<file path="config.mk">
export PLATFORM = sky130hd
export DESIGN_NAME = seq_divider_flat
export DESIGN_NICKNAME = d
export VERILOG_FILES = /design/src/rtl/seq_divider_if.sv /design/src/rtl/seq_divider.sv /design/src/flat_wrapper.sv
export SDC_FILE = /design/constraint.sdc
export NUM_CORES = 1
export LEC_CHECK = 0
export CAP_MARGIN = 20
export CORE_MARGIN = 2
export CORE_UTILIZATION = 45
export DETAILED_ROUTE_END_ITERATION = 12
export GPL_ROUTABILITY_DRIVEN = 0
export PLACE_DENSITY_LB_ADDON = 0.2
export SETUP_SLACK_MARGIN = 0.2
export SLEW_MARGIN = 20
export SYNTH_ARGS = -nofsm -noshare
export SYNTH_HDL_FRONTEND = slang
export SYNTH_SLANG_ARGS = --single-unit
</file>
<file path="constraint.sdc">
create_clock -name clk -period 7.1 [get_ports clk]
set_input_delay 1.42 -clock clk [delete_from_list [all_inputs] [get_ports clk]]
set_output_delay 1.42 -clock clk [all_outputs]
set_load 0.05 [all_outputs]
</file>
<file path="src/rtl/seq_divider_if.sv">
// Operand/result bundle between the execute stage and the sequential divider.
// The master drives the request side, and the divider (slave) drives the results.
interface seq_divider_if #(
    parameter int WIDTH = 32
) ();
    logic             start;
    logic             is_signed;
    logic [WIDTH-1:0] dividend;
    logic [WIDTH-1:0] divisor;
    logic [WIDTH-1:0] quotient;
    logic [WIDTH-1:0] remainder;
    logic             busy;
    logic             done;
    logic             div_by_zero;

    modport master (
        output start, is_signed, dividend, divisor,
        input  quotient, remainder, busy, done, div_by_zero
    );

    modport slave (
        input  start, is_signed, dividend, divisor,
        output quotient, remainder, busy, done, div_by_zero
    );
endinterface

</file>
<file path="src/rtl/seq_divider.sv">
// Restoring shift/subtract divider that produces one quotient bit per clock.
// Signed operands are divided as magnitudes, and the signs are restored in FIX.
//
// state | meaning
// IDLE  | waiting for start, outputs hold last result
// RUN   | one trial subtraction per cycle, WIDTH cycles
// FIX   | sign fix-up / divide-by-zero override, results written
// DONE  | done pulse, start still ignored
module seq_divider #(
    parameter int WIDTH = 32
) (
    input  logic          clk,
    input  logic          rst_n,
    seq_divider_if.slave  bus
);
    localparam int CW = $clog2(WIDTH);

    typedef enum logic [1:0] {IDLE, RUN, FIX, DONE} state_t;

    state_t           state_q;
    logic [WIDTH-1:0] r_q;
    logic [WIDTH-1:0] q_q;
    logic [WIDTH-1:0] dvsr_q;
    logic [WIDTH-1:0] dvd_orig_q;
    logic [CW-1:0]    count_q;
    logic             signed_q;
    logic             neg_dvd_q;
    logic             neg_dvs_q;
    logic             dvs_zero_q;
    logic [WIDTH-1:0] quotient_q;
    logic [WIDTH-1:0] remainder_q;
    logic             div_by_zero_q;
    logic             busy_q;
    logic             done_q;

    logic             neg_dvd_d;
    logic             neg_dvs_d;
    logic [WIDTH-1:0] dvd_mag_d;
    logic [WIDTH-1:0] dvs_mag_d;
    logic [WIDTH:0]   shifted_d;
    logic [WIDTH:0]   trial_d;
    logic [WIDTH-1:0] q_fix_d;
    logic [WIDTH-1:0] r_fix_d;

    always_comb begin
        neg_dvd_d = bus.is_signed & bus.dividend[WIDTH-1];
        neg_dvs_d = bus.is_signed & bus.divisor[WIDTH-1];
        dvd_mag_d = neg_dvd_d ? -bus.dividend : bus.dividend;
        dvs_mag_d = neg_dvs_d ? -bus.divisor : bus.divisor;
        shifted_d = {r_q, q_q[WIDTH-1]};
        // The partial remainder stays below the divisor, so bit WIDTH of the trial result is its sign.
        trial_d   = shifted_d - {1'b0, dvsr_q};
        q_fix_d   = (signed_q && (neg_dvd_q != neg_dvs_q)) ? -q_q : q_q;
        r_fix_d   = (signed_q && neg_dvd_q) ? -r_q : r_q;
    end

    always_ff @(posedge clk) begin
        if (!rst_n) begin
            state_q       <= IDLE;
            r_q           <= '0;
            q_q           <= '0;
            dvsr_q        <= '0;
            dvd_orig_q    <= '0;
            count_q       <= '0;
            signed_q      <= 1'b0;
            neg_dvd_q     <= 1'b0;
            neg_dvs_q     <= 1'b0;
            dvs_zero_q    <= 1'b0;
            quotient_q    <= '0;
            remainder_q   <= '0;
            div_by_zero_q <= 1'b0;
            busy_q        <= 1'b0;
            done_q        <= 1'b0;
        end else begin
            case (state_q)
                IDLE: begin
                    done_q <= 1'b0;
                    if (bus.start) begin
                        signed_q   <= bus.is_signed;
                        neg_dvd_q  <= neg_dvd_d;
                        neg_dvs_q  <= neg_dvs_d;
                        dvd_orig_q <= bus.dividend;
                        dvs_zero_q <= (bus.divisor == '0);
                        dvsr_q     <= dvs_mag_d;
                        r_q        <= '0;
                        q_q        <= dvd_mag_d;
                        count_q    <= '0;
                        busy_q     <= 1'b1;
                        state_q    <= RUN;
                    end
                end
                RUN: begin
                    r_q     <= trial_d[WIDTH] ? shifted_d[WIDTH-1:0] : trial_d[WIDTH-1:0];
                    q_q     <= {q_q[WIDTH-2:0], ~trial_d[WIDTH]};
                    count_q <= count_q + 1'b1;
                    if (count_q == CW'(WIDTH - 1)) begin
                        state_q <= FIX;
                    end
                end
                FIX: begin
                    if (dvs_zero_q) begin
                        quotient_q  <= '1;
                        remainder_q <= dvd_orig_q;
                    end else begin
                        quotient_q  <= q_fix_d;
                        remainder_q <= r_fix_d;
                    end
                    div_by_zero_q <= dvs_zero_q;
                    done_q        <= 1'b1;
                    state_q       <= DONE;
                end
                DONE: begin
                    done_q  <= 1'b0;
                    busy_q  <= 1'b0;
                    state_q <= IDLE;
                end
                default: state_q <= IDLE;
            endcase
        end
    end

    assign bus.quotient    = quotient_q;
    assign bus.remainder   = remainder_q;
    assign bus.div_by_zero = div_by_zero_q;
    assign bus.busy        = busy_q;
    assign bus.done        = done_q;
endmodule

</file>
<file path="src/flat_wrapper.sv">
// flat-port wrapper written by rule: the top's interface ports become plain ports
module seq_divider_flat 
#(
    parameter int WIDTH = 32
)
  (clk, rst_n, bus_start, bus_is_signed, bus_dividend, bus_divisor, bus_quotient, bus_remainder, bus_busy, bus_done, bus_div_by_zero);
  seq_divider_if #(.WIDTH(WIDTH)) bus_i ();
  input  logic clk;
  input  logic rst_n;
  input wire logic [$bits(bus_i.start)-1:0] bus_start;
  input wire logic [$bits(bus_i.is_signed)-1:0] bus_is_signed;
  input wire logic [$bits(bus_i.dividend)-1:0] bus_dividend;
  input wire logic [$bits(bus_i.divisor)-1:0] bus_divisor;
  output wire logic [$bits(bus_i.quotient)-1:0] bus_quotient;
  output wire logic [$bits(bus_i.remainder)-1:0] bus_remainder;
  output wire logic [$bits(bus_i.busy)-1:0] bus_busy;
  output wire logic [$bits(bus_i.done)-1:0] bus_done;
  output wire logic [$bits(bus_i.div_by_zero)-1:0] bus_div_by_zero;
  assign bus_i.start = bus_start;
  assign bus_i.is_signed = bus_is_signed;
  assign bus_i.dividend = bus_dividend;
  assign bus_i.divisor = bus_divisor;
  assign bus_quotient = bus_i.quotient;
  assign bus_remainder = bus_i.remainder;
  assign bus_busy = bus_i.busy;
  assign bus_done = bus_i.done;
  assign bus_div_by_zero = bus_i.div_by_zero;
  seq_divider #(.WIDTH(WIDTH)) u_core (.clk(clk), .rst_n(rst_n), .bus(bus_i));
endmodule
</file>
# After elaboration in Yosys (flattened, before gate mapping)
# Cells that the tools add are included.
[totals]
reg_bits = 206
out_inout_bits = 67
elab_cells = 62
[op_classes]
eq_ne = 7
n_bitwise = 3
reduce_logical = 12
n_mux = 19
add_sub_neg = 6
[op_table]
columns = ["op", "n"]
rows = [
  ["32-bit 2-to-1 mux", 9],
  ["32-bit negator", 4],
  ["32-bit one-hot mux with 2 select lines", 2],
  ["33-bit by 32-bit subtractor with 33-bit output", 1],
  ["32-bit zero test", 1],
  ["5-bit one-hot mux with 2 select lines", 1],
  ["2-bit one-hot mux with 4 select lines", 1],
  ["2-bit AND reduction", 4],
  ["2-bit nonzero test", 3],
  ["5-bit by 1-bit adder with 5-bit output, second input constant", 1],
  ["5-bit == test, second input constant", 1],
  ["5-bit 2-to-1 mux", 1],
  ["2-bit == test, second input constant", 2],
  ["2-bit 2-to-1 mux", 2],
  ["1-bit one-hot mux with 2 select lines", 2],
  ["1-bit AND", 2],
  ["2-bit by 1-bit == test with 1-bit output, second input constant", 1],
  ["1-bit logical AND", 2],
  ["2-bit zero test", 1],
  ["2-bit by 1-bit != test with 1-bit output, second input constant", 1],
  ["2-bit != test, second input constant", 1],
  ["2-bit OR reduction", 1],
  ["1-bit 2-to-1 mux", 1],
  ["1-bit != test", 1],
  ["1-bit NOT", 1],
]

# Depth between registers and ports, before layout
# Gate-level depths: netlist of the first run.
[depth]
depth_word = 4
mapped_depth = 12
ltp_nobuf = 11

# Worst setup path before layout of the first run
# Ideal clock, no wire load.
[synth_timing]
path_type = "input port to flip-flop"
start = "in bus_dividend[6]"
end = "reg u_core.q_q[24]"
stages = 8
slack_ns = 3.713
required_time_ns = 6.972
arrival_time_ns = 3.260
cell_sequence = "or4_1 -> nor4_2 -> and3b_1 -> nand2_2 -> o31ai_1 -> xnor2_1 -> a222oi_1 -> nor2_1"
[synth_via]
elab_chain_len = 4
[synth_lines]
columns = ["item", "line", "text"]
rows = [
  ["start: declaration", "flat_wrapper.sv:12", "input wire logic [$bits(bus_i.dividend)-1:0] bus_dividend;"],
  ["32-bit negator", "seq_divider.sv:48", "dvd_mag_d = neg_dvd_d ? -bus.dividend : bus.dividend;"],
  ["32-bit 2-to-1 mux", "seq_divider.sv:48", ""],
  ["32-bit 2-to-1 mux", "seq_divider.sv:78", "if (bus.start) begin"],
  ["32-bit one-hot mux with 2 select lines", "seq_divider.sv:75", "case (state_q)"],
  ["end signal: assignment", "seq_divider.sv:86", "q_q <= dvd_mag_d;"],
  ["end signal: assignment", "seq_divider.sv:94", "q_q <= {q_q[WIDTH-2:0], ~trial_d[WIDTH]};"],
  ["end: declaration", "seq_divider.sv:22", "logic [WIDTH-1:0] q_q;"],
]
# No other way between the ends. The select of a mux whose other input is x is not followed.
# A chain may end at the register's enable or synchronous reset.

# Final worst setup path of the first run
[layout_timing]
start = "reg u_core.q_q[31]"
end = "reg u_core.r_q[25]"
[layout_via]
elab_chain_len = 3
[layout_lines]
columns = ["item", "line", "text"]
rows = [
  ["33-bit by 32-bit subtractor with 33-bit output", "seq_divider.sv:52", "trial_d = shifted_d - {1'b0, dvsr_q};"],
  ["32-bit 2-to-1 mux", "seq_divider.sv:93", "r_q <= trial_d[WIDTH] ? shifted_d[WIDTH-1:0] : trial_d[WIDTH-1:0];"],
  ["32-bit one-hot mux with 2 select lines", "seq_divider.sv:75", ""],
  ["end signal: assignment", "seq_divider.sv:93", ""],
  ["end: declaration", "seq_divider.sv:21", "logic [WIDTH-1:0] r_q;"],
]
# No other way between the ends.

==> qor.yml, run 1 <==
sta:
  worst_slew_margin_rel_pct: 37.0
  final-setup-viol-count: 0
  final.period_utilization_pct: 53.9
  final.min_clock_period_ns: 3.83
  hold_violations: 0
  final.setup.tns_ns: 0
  achievable-frequency_mhz: 261
  tightestPinTransition_ns: 0.945
  setup_skew_after_layout_ns: 0.0132
  rsz0062_at_grt: "false"
  slew_viol_final: 0
detailed_routing:
  drt-wirelength-per-cell_um: 18.0
  topRoutingLayerUsed: "met4"
  met3WireLength_um: 1580
  met2WireLength_um: 16800
  routed_wirelength_um: 36100
  drt_drc_violations_left: 0
  drt-vias-per-instance: 5.82
  drt-pass1-iter-count: 7
  route.antenna.remaining_nets: 0
  routed-via-count: 11700
  m1WireLength_um: 16300
  drt_iter0_markers: 852
placed_design:
  port_buffers: 134
  placed_cell_area_sq_mm: 0.0138
  place_hpwl_um: 26200
setup_path:
  max_stage_delay_ns: 0.66
  required_ns: 7.53
  ff2ff_setup_slack_ns: 3.27
  worstReg2RegStart: "u_core.q_q[31]"
  setup.worst_path.start_class: "register"
  critical-path-top-delay-family: "compound AO/OA/AOI/OAI gates"
  reg2reg_to: "u_core.r_q[25]"
  timing.critical_path.slowest_stage_cell: "xnor2_4"
  worstPathMaxFanout: 16
  worst-setup-path-type: "register to register"
  worstSetupEndpointType: "register"
  critical_path_buffer_and_inverter_count: 1
  worst-endpoint-arrival_ns: 4.26
  crit_path_cell_trace: "inv_1 -> ha_1 -> fa_1 -> nand2b_1 -> a21oi_1 -> o211ai_2 -> a31oi_1 -> o22ai_4 -> xnor2_4 -> o311ai_0 -> o21ai_0"
  cp_num_cells: 11
  worst_r2r_path_depth: 11
  cp-startpoint: "u_core.q_q[31]"
die:
  dieArea_sq_mm: 0.0287
  fp-row-count: 60
  die_width_um: 169
  initial_core_util_pct: 45.8
  io_pins: 135
  dieHeight_um: 169
  coreArea_sq_mm: 0.0269
yosys:
  mappedNetlistNets: 1681
  synth_top_area_cell: "dfxtp_1"
  share_of_the_yosys_chip_area_belonging_to_registers_pct: 33.5
  synthFlopType: "dfxtp_1"
  synthesized_instance_count: 1569
  yosys-top-cells-area: "dfxtp_1, a21oi_1, xnor2_1"
  postSynth.asyncResetShare_pct: 0
  synth_top_cell_area_share_pct: 33.5
  synth-edff-count: 0
  synth_cell_types: 72
  postSynthRegisterBits: 206
  syn_area_sq_mm: 0.0123
  syn_avg_cell_area_sq_um: 7.85
  count_of_synthesis_stage_warnings_from_yosys: 0
clock_tree:
  cts_buffers: 24
  clock_sinks: 206
  clock_insertion_delay_worst_skew_ns: 0.52
  cts_setup_buffers: 0
  tritoncts: "built"
  clock-root-buffer: "clkbuf_16"
  h-tree-depth: 1
  cts_hold_repair.buffers: 0
  clk_path_buf_depth: 3
  clkSlewWorstSetupHoldPaths_ns: 0.06
  postCtsResizedCells: 0
power:
  switchingPower_uw: 1900
  power_report.internal_total_uw: 2820
  switching_share_pct: 40.3
  vdd.ir_drop.worst_uv: 169
  reg_power_share_pct: 32.6
  powerDensity_mw_per_mm2: 323
  combinationalPowerShare_pct: 40.5
  static_leak_uw: 0.00533
  clock_power_share_pct: 26.9
grt:
  grt_max_degree: 93
  grt_first_pass_wirelength_um: 57600
  first_global_vias: 10900
  grt_antenna_before_repair: 0
  track_usage_pct: 24.7
  grt.overflow.total: 0
hold_path:
  min-delay-path-class: "register to register"
  min_from: "u_core.dvsr_q[31]"
  worstHoldEndpoint: "u_core.dvsr_q[31]"
  hold_path_depth: 2
cells_and_area:
  drive_gt1_share_pct: 5.23
  diodes: 0
  most-common-layout-cells: "dfxtp_1, nand2_1, nor2_1"
  multiInputGateArea_sq_mm: 0.00758
  seq_area_sq_mm: 0.00413
  layout_commonest_cell: "dfxtp_1"
  fill_cells: 2525
  design.final.nets: 1757
  final_design_area_no_fill_sq_mm: 0.0146
  syn_to_final_growth_pct: 18.7
job:
  cap_violations: 0
outcome:
  outcome: "finished clean"
synth_stat cells, types with 12 or more instances:
cell	n
mux2i_1	42
nor2_1	167
dfxtp_1	206
a21oi_1	153
nand2_1	181
nor3_1	31
xor2_1	60
a222oi_1	30
and2_1	13
nand3_1	13
o211ai_1	12
nand2b_1	12
nor2b_1	16
a31oi_1	19
o21ai_0	128
clkbuf_1	83
nand3b_1	15
a211oi_1	29
inv_1	59
or3_1	17
o31ai_1	14
xnor2_1	78
ha_1	43
nor4_1	13
layer usage:
layer / up-vias / global-route usage, %
met5: - / 0
met4: 0 / 9.77
met3: 69 / 2.96
met2: 325 / 41.8
met1: 5499 / 32.2
li1: 5765 / -
logic make-up (layout without fill, tap and decap cells):
kind of cell	after synthesis	count (layout)	share of synthesized area, %
flops	206	206	33.5
buf+inv	155	249	5.02
compound gates	458	458	23.5
xor+xnor	140	140	10.3
simple gates	523	523	19.6
mux	43	43	3.51
fa+ha+maj	44	44	4.53
power by group through the flow:
stage | Combinational (uW) | Clock, uW | Sequential, uW
after floorplan | 1190 | 0 | 1750
after global placement | 1880 | 0 | 1560
after detailed placement | 1900 | 0 | 1570
after CTS | 1910 | 1300 | 1540
after global routing | 2110 | 1340 | 1570
final | 1910 | 1270 | 1540
state kept, by name (all words and copies together) (netlist names):
| signal | count |
|---|---|
| u_core.bus.quotient | 32 |
| u_core.bus.remainder | 32 |
| u_core.dvd_orig_q | 32 |
| u_core.dvsr_q | 32 |
| u_core.q_q | 32 |
| u_core.r_q | 32 |
| u_core.count_q | 5 |
| u_core.state_q | 2 |
| u_core.bus.busy | 1 |
| u_core.bus.div_by_zero | 1 |
| u_core.bus.done | 1 |
| u_core.dvs_zero_q | 1 |
| u_core.neg_dvd_q | 1 |
| u_core.neg_dvs_q | 1 |
| u_core.signed_q | 1 |
worst reg2reg max path: cells and delay by family, from the launching register on:
kind,cells,cell delay (ns)
AOI/OAI and AO/OA,6,1.75
xor gates and xnor gates,1,0.67
adders and majority gates,2,0.65
buffers and inverters,1,0.13
DFF,1,0.37
and+or+nand+nor,1,0.18
cell type report:
| type | count | share of cell area [%] |
|---|---|---|
| clock buffers | 32 | 4.80 |
| repair buffers | 146 | 9.84 |
| clock inverters | 12 | 0.813 |
| flip-flops and latches | 206 | 28.2 |
| inverters | 59 | 1.53 |
| multi-input cells | 1208 | 51.9 |
| well taps | 341 | 2.92 |
metrics by stage:
| stage | total power, uW | cells | hold slack, ns | utilization (%) | setup WS (ns) |
|---|---|---|---|---|---|
| after global placement | 3440 | 1958 | 0.443 | 51.2 | 2.84 |
| after CTS | 4750 | 2003 | 0.459 | 54.3 | 2.94 |
| final | 4730 | 2004 | 0.456 | 54.4 | 3.27 |
| after floorplan | 2940 | 1569 | 0.432 | - | 3.71 |
| after global routing | 5020 | 2004 | 0.469 | 54.4 | 3.04 |
| after detailed placement | 3470 | 1959 | 0.450 | 51.3 | 2.78 |
worst max-delay path by stage:
stage	end	slack, ns
6_report	u_core.r_q[25]	3.27
5_1_grt	u_core.r_q[25]	3.04
4_1_cts	u_core.r_q[25]	2.94
3_5_place_dp	u_core.dvsr_q[28]	2.78
3_3_place_gp	u_core.dvsr_q[28]	2.84
2_1_floorplan	u_core.q_q[24]	3.71
(Power assumes the default switching activity.)
==> run 2: changes to the inputs <==
==> constraint.sdc (replaced) <==
create_clock -name clk -period 3.45 [get_ports clk]
set_input_delay 0.69 -clock clk [delete_from_list [all_inputs] [get_ports clk]]
set_output_delay 0.69 -clock clk [all_outputs]
set_load 0.05 [all_outputs]
==> qor.yml, run 2 (same netlist as run 1, synthesis figures left out) <==
cells_and_area:
  design.final.nets: 1795
  multiInputGateArea_sq_mm: 0.00760
  most-common-layout-cells: "dfxtp_1, nand2_1, nor2_1"
  layout.core_utilization_pct: 55.3
  syn_to_final_growth_pct: 20.7
  seq_area_sq_mm: 0.00413
  stdcell_count: 2037
  drive_gt1_share_pct: 6.96
  layout_commonest_cell: "dfxtp_1"
  diodes: 0
  fill_cells: 2556
die:
  dieArea_sq_mm: 0.0287
  io_pins: 135
  fp-row-count: 60
  die_width_um: 169
  initial_core_util_pct: 45.8
  coreArea_sq_mm: 0.0269
  dieHeight_um: 169
grt:
  grt_antenna_before_repair: 0
  track_usage_pct: 25.3
  grtUsageMet2_pct: 42.8
  grt_first_pass_wirelength_um: 58800
  globalRoute.busiestLayer: "met2"
  grt_max_degree: 130
  grt.met1_usage_pct: 33.1
  first_global_vias: 11100
  grt.overflow.total: 0
  global_route.usage.met3_pct: 2.99
power:
  switching_share_pct: 40.8
  power_report.internal_total_uw: 5700
  finalPower_uw: 9610
  clock_power_share_pct: 25.1
  combinationalPowerShare_pct: 42.0
  switchingPower_uw: 3920
  reg_power_share_pct: 33.0
  powerDensity_mw_per_mm2: 647
  static_leak_uw: 0.00548
  vdd.ir_drop.worst_uv: 338
detailed_routing:
  drt-wirelength-per-cell_um: 18.1
  drt_iter0_markers: 1281
  drt-pass1-iter-count: 5
  routed_wirelength_um: 36900
  routed-via-count: 11900
  drt-vias-per-instance: 5.84
  drt_drc_violations_left: 0
  route.antenna.remaining_nets: 0
setup_path:
  worstReg2RegStart: "u_core.q_q[31]"
  reg2reg_to: "u_core.r_q[26]"
  ff2ff_setup_slack_ns: 0.36
  worst-endpoint-arrival_ns: 3.54
  worstPathMaxFanout: 5
  worstSetupEndpointType: "register"
  worst_r2r_path_depth: 11
  setup.worst_path.start_class: "register"
  required_ns: 3.90
  worst-setup-path-type: "register to register"
clock_tree:
  clkSlewWorstSetupHoldPaths_ns: 0.06
  clock_sinks: 206
  clock-root-buffer: "clkbuf_16"
  tritoncts: "built"
  h-tree-depth: 1
  clk_path_buf_depth: 3
  cts_buffers: 24
  clock_insertion_delay_worst_skew_ns: 0.53
sta:
  final.setup.tns_ns: 0
  tightestPinTransition_ns: 0.736
  slew_viol_final: 0
  setup_skew_after_layout_ns: 0.0235
  final.period_utilization_pct: 89.5
  hold_violations: 0
  final-setup-viol-count: 0
  rsz0062_at_grt: "false"
  achievable-frequency_mhz: 324
  worst_slew_margin_rel_pct: 50.8
  fin_hold_ws_ns: 0.457
  final.min_clock_period_ns: 3.09
placed_design:
  port_buffers: 134
  placed_cells_incl_taps: 1998
  place_hpwl_um: 26900
hold_path:
  hold_path_depth: 2
  worstHoldEndpoint: "u_core.dvd_orig_q[25]"
  min_from: "u_core.dvd_orig_q[25]"
  min-delay-path-class: "register to register"
job:
  cap_violations: 0
outcome:
  outcome: "finished clean"
run 2: power groups by stage:
stage | Sequential, uW | Clock [uW] | Combinational [uW]
2_1_floorplan | 3600 | 0 | 2440
3_3_place_gp | 3200 | 0 | 3960
3_5_place_dp | 3210 | 0 | 3990
4_1_cts | 3160 | 2460 | 4020
5_1_grt | 3220 | 2560 | 4420
6_report | 3170 | 2410 | 4030
run 2: metal layers:
layer / part of all wire, % / vias to the layer above
met4: 3.9 / 0
met3: 4.8 / 61
met5: 0 / -
met1: 44 / 5650
met2: 47 / 362
li1: - / 5829
run 2: final cells by class:
class                   instances  share of cell area [%]
flip-flops and latches        206                    27.8
clock buffers                  34                    4.50
clock inverters                 5                   0.429
multi-input cells            1208                    51.1
repair buffers                184                    11.8
well taps                     341                    2.87
inverters                      59                    1.51
run 2: worst max path at each step:
| stage | cells after the start | startpoint | end |
|---|---|---|---|
| 2_1_floorplan | 10 | u_core.r_q[22] | u_core.r_q[26] |
| 3_3_place_gp | 8 | bus_dividend[6] | u_core.q_q[29] |
| 3_5_place_dp | 8 | bus_dividend[6] | u_core.q_q[25] |
| 4_1_cts | 11 | u_core.q_q[31] | u_core.r_q[26] |
| 5_1_grt | 11 | u_core.q_q[31] | u_core.r_q[26] |
| 6_report | 11 | u_core.q_q[31] | u_core.r_q[26] |
run 2: critical path: stages, from the launching register on:
cell      delay (ns)
dfxtp_1         0.35
inv_1           0.12
ha_1            0.23
fa_1            0.40
nand2b_1        0.19
a21oi_2         0.17
o211ai_2        0.18
a41o_1          0.34
a21oi_2         0.23
nor3_1          0.08
or4b_2          0.65
nand2_1         0.08
run 2: repair_timing:
item | CTS | global route
buffers inserted | 0 | 0
endpoints found under the setup margin | 0 | 23
gates resized for setup | 0 | 4
hold buffers | 0 | 0
run 2: metrics by stage:
step / setup slack, ns / instance area (sq um)
CTS: 0.257 / 14800
finish: 0.364 / 14900
floorplan: 0.525 / 12300
global placement: 0.0649 / 14100
global route: 0.205 / 14900
detailed placement: 0.0451 / 14100
